[config.mk]
export PLATFORM = sky130hd
export DESIGN_NAME = rggen_rr_arbiter_mux
export DESIGN_NICKNAME = d
export VERILOG_FILES = /design/src/rtl/rggen_rr_arbiter_mux.sv
export SDC_FILE = /design/constraint.sdc
export NUM_CORES = 1
export LEC_CHECK = 0
export ABC_AREA = 1
export CAP_MARGIN = 20
export CELL_PAD_IN_SITES_DETAIL_PLACEMENT = 1
export CELL_PAD_IN_SITES_GLOBAL_PLACEMENT = 2
export CORE_MARGIN = 2
export CORE_UTILIZATION = 14
export CTS_BUF_LIST = sky130_fd_sc_hd__clkbuf_4 sky130_fd_sc_hd__clkbuf_8 sky130_fd_sc_hd__clkbuf_16
export CTS_CLUSTER_DIAMETER = 80
export DETAILED_ROUTE_END_ITERATION = 8
export PLACE_DENSITY_LB_ADDON = 0.2
export SYNTH_ARGS = -nofsm -noshare
export SYNTH_HDL_FRONTEND = slang
export SYNTH_SLANG_ARGS = --single-unit
[constraint.sdc]
create_clock -name i_clk -period 2.59 [get_ports i_clk]
set_input_delay 0.3885 -clock i_clk [delete_from_list [all_inputs] [get_ports i_clk]]
set_output_delay 0.3885 -clock i_clk [all_outputs]
set_load 0.01 [all_outputs]
[src/rtl/rggen_rr_arbiter_mux.sv]
// Round-robin arbiter with a registered one-hot grant and an AND-OR payload mux
// that shares one valid/ready downstream channel among REQUESTERS sources.
module rggen_rr_arbiter_mux #(
  parameter int REQUESTERS = 4,
  parameter int WIDTH      = 32
) (
  input  logic                        i_clk,
  input  logic                        i_rst,
  input  logic [REQUESTERS-1:0]       i_request,
  input  logic [REQUESTERS*WIDTH-1:0] i_data,
  output logic [REQUESTERS-1:0]       o_grant,
  output logic                        o_valid,
  input  logic                        i_ready,
  output logic [WIDTH-1:0]            o_data,
  output logic [REQUESTERS-1:0]       o_ack
);

  localparam int IDX_W = (REQUESTERS > 1) ? $clog2(REQUESTERS) : 1;
  localparam logic [IDX_W-1:0] LAST_RESET = IDX_W'(REQUESTERS - 1);

  typedef enum logic {
    IDLE,
    BUSY
  } state_e;

  state_e                  state_q, state_d;
  logic [REQUESTERS-1:0]   grant_q, grant_d;
  logic [IDX_W-1:0]        last_q, last_d;
  logic [REQUESTERS-1:0]   candidates;

  // First set candidate scanning upward from the slot after the last served one.
  function automatic logic [REQUESTERS-1:0] pick_winner(
    input logic [REQUESTERS-1:0] cand,
    input logic [IDX_W-1:0]      last
  );
    logic [REQUESTERS-1:0] win;
    logic                  found;
    logic [IDX_W-1:0]      idx;
    win   = '0;
    found = 1'b0;
    for (int k = 1; k <= REQUESTERS; k++) begin
      idx = IDX_W'((int'(last) + k) % REQUESTERS);
      if (!found && cand[idx]) begin
        win[idx] = 1'b1;
        found    = 1'b1;
      end
    end
    return win;
  endfunction

  function automatic logic [IDX_W-1:0] onehot_index(input logic [REQUESTERS-1:0] oh);
    logic [IDX_W-1:0] idx;
    idx = '0;
    for (int i = 0; i < REQUESTERS; i++) begin
      if (oh[i]) begin
        idx = idx | IDX_W'(i);
      end
    end
    return idx;
  endfunction

  always_ff @(posedge i_clk or posedge i_rst) begin
    if (i_rst) begin
      state_q <= IDLE;
      grant_q <= '0;
      last_q  <= LAST_RESET;
    end else begin
      state_q <= state_d;
      grant_q <= grant_d;
      last_q  <= last_d;
    end
  end

  // The source just accepted is masked out, so a re-requester waits behind others.
  always_comb begin
    state_d    = state_q;
    grant_d    = grant_q;
    last_d     = last_q;
    candidates = '0;
    case (state_q)
      IDLE: begin
        if (i_request != '0) begin
          grant_d = pick_winner(i_request, last_q);
          state_d = BUSY;
        end
      end
      BUSY: begin
        if (i_ready) begin
          last_d     = onehot_index(grant_q);
          candidates = i_request & ~grant_q;
          if (candidates != '0) begin
            grant_d = pick_winner(candidates, onehot_index(grant_q));
            state_d = BUSY;
          end else begin
            grant_d = '0;
            state_d = IDLE;
          end
        end
      end
      default: begin
        grant_d = '0;
        state_d = IDLE;
      end
    endcase
  end

  always_comb begin
    o_grant = grant_q;
    o_valid = (state_q == BUSY);
    o_ack   = grant_q & {REQUESTERS{(state_q == BUSY) & i_ready}};
  end

  always_comb begin
    o_data = '0;
    for (int i = 0; i < REQUESTERS; i++) begin
      o_data = o_data | ({WIDTH{grant_q[i]}} & i_data[i*WIDTH +: WIDTH]);
    end
  end

endmodule

==> flow_summary.yaml, run 1 <==
route:
  dr.pass1.iters: 4
  wl_per_cell_um: 15.91
  drt_iter0_drc: 90
  drt_wl_total_mm: 11.60
  via_per_inst: 4.239
  drc: 0
  ant_nets: 0
  vias: 3090
synthesis:
  yosysTopAreaCell: "nand2_1"
  ys_types: 29
  synth_area_per_cell_sq_um: 5.444
  synthCells: 376
  syn_nets: 527
  ys_warn_count: 0
  netlist_area_sq_mm: 0.002047
  synth_area_leaders: "nand2_1, nand3_1, nand4_1"
  ys_ff_latch: 7
  synth.most_common_cell: "nand2_1"
  synth_top_cell_area_share: 0.3429
  synthFlopType: "dfrtp_1"
  synth_edf_count: 0
  seq_area_frac_synth: 0.08680
  synthArstFlopShare: 1.000
  ys_top_cells_by_count: "nand2_1, nand3_1, nand4_1"
clock_network:
  post_cts_buffers: 0
  cts_max_level: 1
  cts_buffers: 3
  clockBufferDepth: 2
  cts_resized: 0
  ctsHoldBuffers: 0
  clk_pin_slew_ns: 0.04
  root_buffer: "clkbuf_16"
  numClockSinks: 7
  clkLatencyLatePin_ns: 0.23
  cts_tree: "built"
min_path:
  hold_path_class: "input pin to asynchronous set/reset pin"
placement:
  placed_cells: 725
  place_ws_ns: 0.3852
  post-dp-hpwl_mm: 9.447
  io_buffer_count: 175
  gp_congestion: 0.8065
sta:
  setup_ws_ns: 0.3507
  period_share: 0.8646
  relSlewSlack: 0.6567
  hold_viol: 0
  tightestPinTransition_ns: 0.5096
  final_max_slew_viol_count: 0
  fin_skew_ns: 0.001139
  holdWs_ns: 0.4099
  final.setup.tns_ns: 0
  min_period_ns: 2.239
  setup_viol: 0
  rsz0062_at_grt: "false"
  clock.fmax_ghz: 0.4466
global_route:
  grt_start_max_net_pins: 34
  antenna_found_initial: 0
  grt_remaining_overflow: 0
  track_usage: 0.1443
  grt_pass1_wl_mm: 18.21
  grt_pass1_vias: 3168
cells_and_area:
  final_cells: 729
  n_antenna_cell: 0
  final_net_count: 697
  utilization: 0.2847
  area_delta_synth_final_pct: 100.6
  drive_gt1_frac: 0.07706
power:
  p_sw_mw: 2.296
  clkPwrFrac: 0.064
  p_per_area_mw_per_mm2: 1040
  switching_share: 0.5374
  power_leakage_nw: 1.782
  sequentialPowerShare: 0.067
  internal-power_mw: 1.976
  ir_drop_mv: 0.4892
  comb_power_share: 0.870
worst_setup_path:
  cp_data_arrival_time_ns: 1.85
  worstReg2RegStart: "o_grant[3]$_DFFE_PP0P_"
  path_class: "input pin to primary output"
  worstSetupStartpoint: "i_ready"
  cp.required_ns: 2.20
  end_kind: "primary output"
  start_kind: "input pin"
  critPathMaxFanout: 9
floorplanning:
  die_area_sq_mm: 0.01561
  die_w_um: 124.9
  die_h_um: 124.9
  core-area_sq_mm: 0.01442
  placementRows: 44
  initial_core_util: 0.1419
  io_pins: 176
run:
  drv_cap: 0
run_status:
  status: "finished, final reports clean"
cells in the final DEF, fill, tap and decap left out:
| cell type | Yosys | final |
|---|---|---|
| nand2_1 | 187 | 187 |
| clkdlybuf4s50_1 | 0 | 175 |
| nand3_1 | 46 | 46 |
| nand4_1 | 34 | 34 |
| inv_1 | 21 | 21 |
| ha_1 | 16 | 16 |
| nor2_1 | 10 | 10 |
| buf_4 | 3 | 7 |
| a21oi_1 | 6 | 6 |
| nand2_2 | 4 | 4 |
| nand2_4 | 4 | 4 |
| inv_2 | 3 | 3 |
| o21ai_0 | 3 | 3 |
| clkbuf_16 | 0 | 3 |
| dfrtp_1 | 5 | 3 |
| nand3_2 | 2 | 2 |
| nor2_4 | 2 | 2 |
| nand3_4 | 2 | 2 |
| nor2_2 | 2 | 2 |
| a21oi_2 | 2 | 2 |
| dfstp_2 | 2 | 2 |
| dfrtp_2 | 0 | 2 |
| buf_12 | 0 | 2 |
| nor3_1 | 1 | 1 |
| clkinv_4 | 1 | 1 |
| inv_8 | 1 | 1 |
| nand2_8 | 1 | 1 |
| nor2_8 | 1 | 1 |
| a22o_1 | 1 | 1 |
| clkbuf_4 | 0 | 1 |
sequential cells by signal (all words and copies together), names as in the netlist:
| name | flops |
|---|---|
| o_valid | 1 |
| last_q | 2 |
| o_grant | 4 |
worst max-delay path, stage by stage:
cell and delay (ns):
clkdlybuf4s50_1 0.52, nand2_1 0.22, nor2_1 0.17, clkdlybuf4s50_1 0.55
cell type report:
class,count,area [sq um]
Inverter,26,110.1
Fill cell,1811,10320
Tap cell,184,230.2
Clock buffer,4,82.58
Sequential cell,7,180.2
Multi-Input combinational cell,324,1659
Timing Repair Buffer,184,1844
metal layers:
metal  track usage  part of all wire
met4      0.005229            0.0012
met1        0.1914              0.46
met3       0.02964             0.058
met2        0.2552              0.48
met5             0                 0
metrics by stage:
step / cell area (sq um) / power (mW)
after CTS: 4106 / 4.366
after floorplan: 2047 / 2.481
after global routing: 4106 / 4.738
final: 4106 / 4.272
after detailed placement: 4024 / 4.075
after global placement: 4024 / 4.053
worst paths after layout:
path                       cells after the start  slack [ns]                      to
min in group i_clk                             3        0.66   last_q[1]$_DFFE_PP1P_
max in group asynchronous                      2        1.91   last_q[0]$_DFFE_PP1P_
hold reg to reg                                3        0.66   last_q[1]$_DFFE_PP1P_
setup reg to reg                              12        0.48  o_grant[3]$_DFFE_PP0P_
setup / recovery                               4        0.35                o_ack[0]
hold / removal                                 2        0.41  o_grant[2]$_DFFE_PP0P_
power by group through the flow:
stage          Sequential (mW)  Clock (mW)  Combinational [mW]
2_1_floorplan            0.240           0                2.24
3_3_place_gp             0.288           0                3.76
3_5_place_dp             0.289           0                3.79
4_1_cts                  0.289       0.276                3.80
5_1_grt                  0.299       0.287                4.15
6_report                 0.284       0.272                3.72
kinds of logic after synthesis:
logic type,Yosys count,synth area share
AO/OA/AOI/OAI,12,0.03484
adder cells (fa/ha/maj),16,0.09780
buffers and inverters,45,0.1027
flip-flops,7,0.08680
AND/OR/NAND/NOR,296,0.6779
Power figures use the tool's default switching activity.
==> run 2, diff against run 1 <==
- CORE_ASPECT_RATIO: not set -> 0.5
==> run 2 against run 1 <==
Die area is 0.37% higher; highest routed layer unchanged; critical path depth is the same; clock skew is essentially flat; flip-flop and latch count unchanged; critical path type is now flip-flop to primary output; critical endpoint is now o_data[9]; register-to-register slack got worse by 0.10 ns; count of clock-buffer cells in the layout unchanged; core utilization increased by 0.25 points; non-clock buffer count increased by 3; cell count increased by 2.3%.
==> flow_summary.yaml, run 2 (synthesized netlist as in run 1, its figures left out) <==
sta:
  final.setup.tns_ns: 0
  fin_skew_ns: 0.001606
  clock.fmax_ghz: 0.4339
  setup_ws_ns: 0.2852
  hold_viol: 0
  relSlewSlack: 0.6520
  setup_viol: 0
  rsz0062_at_grt: "false"
  min_period_ns: 2.305
  tightestPinTransition_ns: 0.5165
  holdWs_ns: 0.4015
  period_share: 0.8899
  final_max_slew_viol_count: 0
cells_and_area:
  multi_input_area_sq_mm: 0.001659
  regArea_sq_um: 178.9
  utilization: 0.2872
  area_delta_synth_final_pct: 101.9
  n_fill_cell: 1824
  n_antenna_cell: 0
  layout_commonest_cell: "nand2_1"
  drive_gt1_frac: 0.08029
  final_cell_mix: "nand2_1, clkdlybuf4s50_1, nand3_1"
  largest_reg_flops: 4
  final_net_count: 700
route:
  ant_nets: 0
  wl_per_cell_um: 14.64
  via_per_inst: 4.094
  drt_wl_total_mm: 10.93
  vias: 3054
  drc: 0
  drt_iter0_drc: 65
  dr.pass1.iters: 4
clock_network:
  cts_buffers: 3
  root_buffer: "clkbuf_16"
  post_cts_buffers: 0
  cts_tree: "built"
  clk_pin_slew_ns: 0.04
  numClockSinks: 7
  ctsHoldBuffers: 0
  cts_resized: 0
  clockBufferDepth: 2
  cts_max_level: 1
  clkLatencyLatePin_ns: 0.23
worst_setup_path:
  slowest_stage: "clkdlybuf4s50_1"
  worstPathCellList: "buf_4, nand2_1, nand4_1, clkdlybuf4s50_1"
  cpLargestDelayFamily: "buffers and inverters"
  cp.required_ns: 2.20
  cp_slowest_stage_delay_ns: 0.57
  end_kind: "primary output"
  critPathMaxFanout: 24
  cp_data_arrival_time_ns: 1.92
  path_class: "flip-flop to primary output"
  critPathBufInv: 2
  start_kind: "flip-flop"
power:
  fin_total_pwr_mw: 4.280
  ir_drop_mv: 0.4602
  power_leakage_nw: 1.793
  p_per_area_mw_per_mm2: 1036
floorplanning:
  placementRows: 31
  die_w_um: 175.0
  die_h_um: 89.50
  core-area_sq_mm: 0.01439
  die_area_sq_mm: 0.01566
  initial_core_util: 0.1422
  io_pins: 176
global_route:
  grt_use_met2: 0.2612
  grt_pass1_wl_mm: 16.85
  grt_remaining_overflow: 0
  grt_start_max_net_pins: 34
  track_usage: 0.1342
  grt_busiest_layer: "met2"
  antenna_found_initial: 0
  grt_util_met3: 0.01276
  grt_pass1_vias: 3084
  grt_use_met1: 0.1675
placement:
  place_ws_ns: 0.3184
  post-dp-hpwl_mm: 8.868
  io_buffer_count: 175
  gp_congestion: 0.7475
run:
  drv_cap: 0
run_status:
  status: "finished, final reports clean"
min_path:
  hold_path_class: "input pin to asynchronous set/reset pin"
run 2: stage by stage:
stage               instances  cell area, sq um
floorplan                 376              2047
detailed placement        742              4050
global placement          742              4050
finish                    746              4133
global route              746              4133
CTS                       746              4133
run 2: routing by layer:
metal,wire length (um),vias up
li1,-,1575
met4,39,0
met1,5004,1398
met5,0,-
met2,5455,76
met3,425,5
run 2: power breakdown:
part / switching (mW) / total (mW) / internal, mW
registers: 0.105 / 0.282 / 0.177
logic: 2.13 / 3.72 / 1.59
clock network: 0.0635 / 0.279 / 0.216
run 2: worst reg2reg max path, cell delays in order (launching register included):
cell	delay, ns
dfrtp_2	0.51
nor2_4	0.17
inv_2	0.08
ha_1	0.36
inv_1	0.14
nand3_4	0.12
nand2_4	0.11
nand2_4	0.06
nor2_2	0.17
nand2_1	0.08
nand3_1	0.11
nand2_1	0.08
a21oi_1	0.15
run 2: path summary, 6_finish.rpt:
check,startpoint,endpoint,slack (ns),cells after the start
max,o_grant[3]$_DFFE_PP0P_,o_data[9],0.29,4
min,i_rst,o_grant[1]$_DFFE_PP0P_,0.40,2
max reg2reg,o_grant[3]$_DFFE_PP0P_,o_grant[3]$_DFFE_PP0P_,0.38,12
min reg2reg,last_q[1]$_DFFE_PP1P_,last_q[1]$_DFFE_PP1P_,0.68,3
max in group asynchronous,i_rst,last_q[1]$_DFFE_PP1P_,1.91,2
min in group i_clk,last_q[1]$_DFFE_PP1P_,last_q[1]$_DFFE_PP1P_,0.68,3
run 2: layout make-up:
class | instances | share of cell area
flip-flops and latches | 7 | 0.04329
well taps | 198 | 0.05995
inverters | 26 | 0.02664
repair buffers | 187 | 0.4487
clock buffers | 4 | 0.01998
multi-input cells | 324 | 0.4015
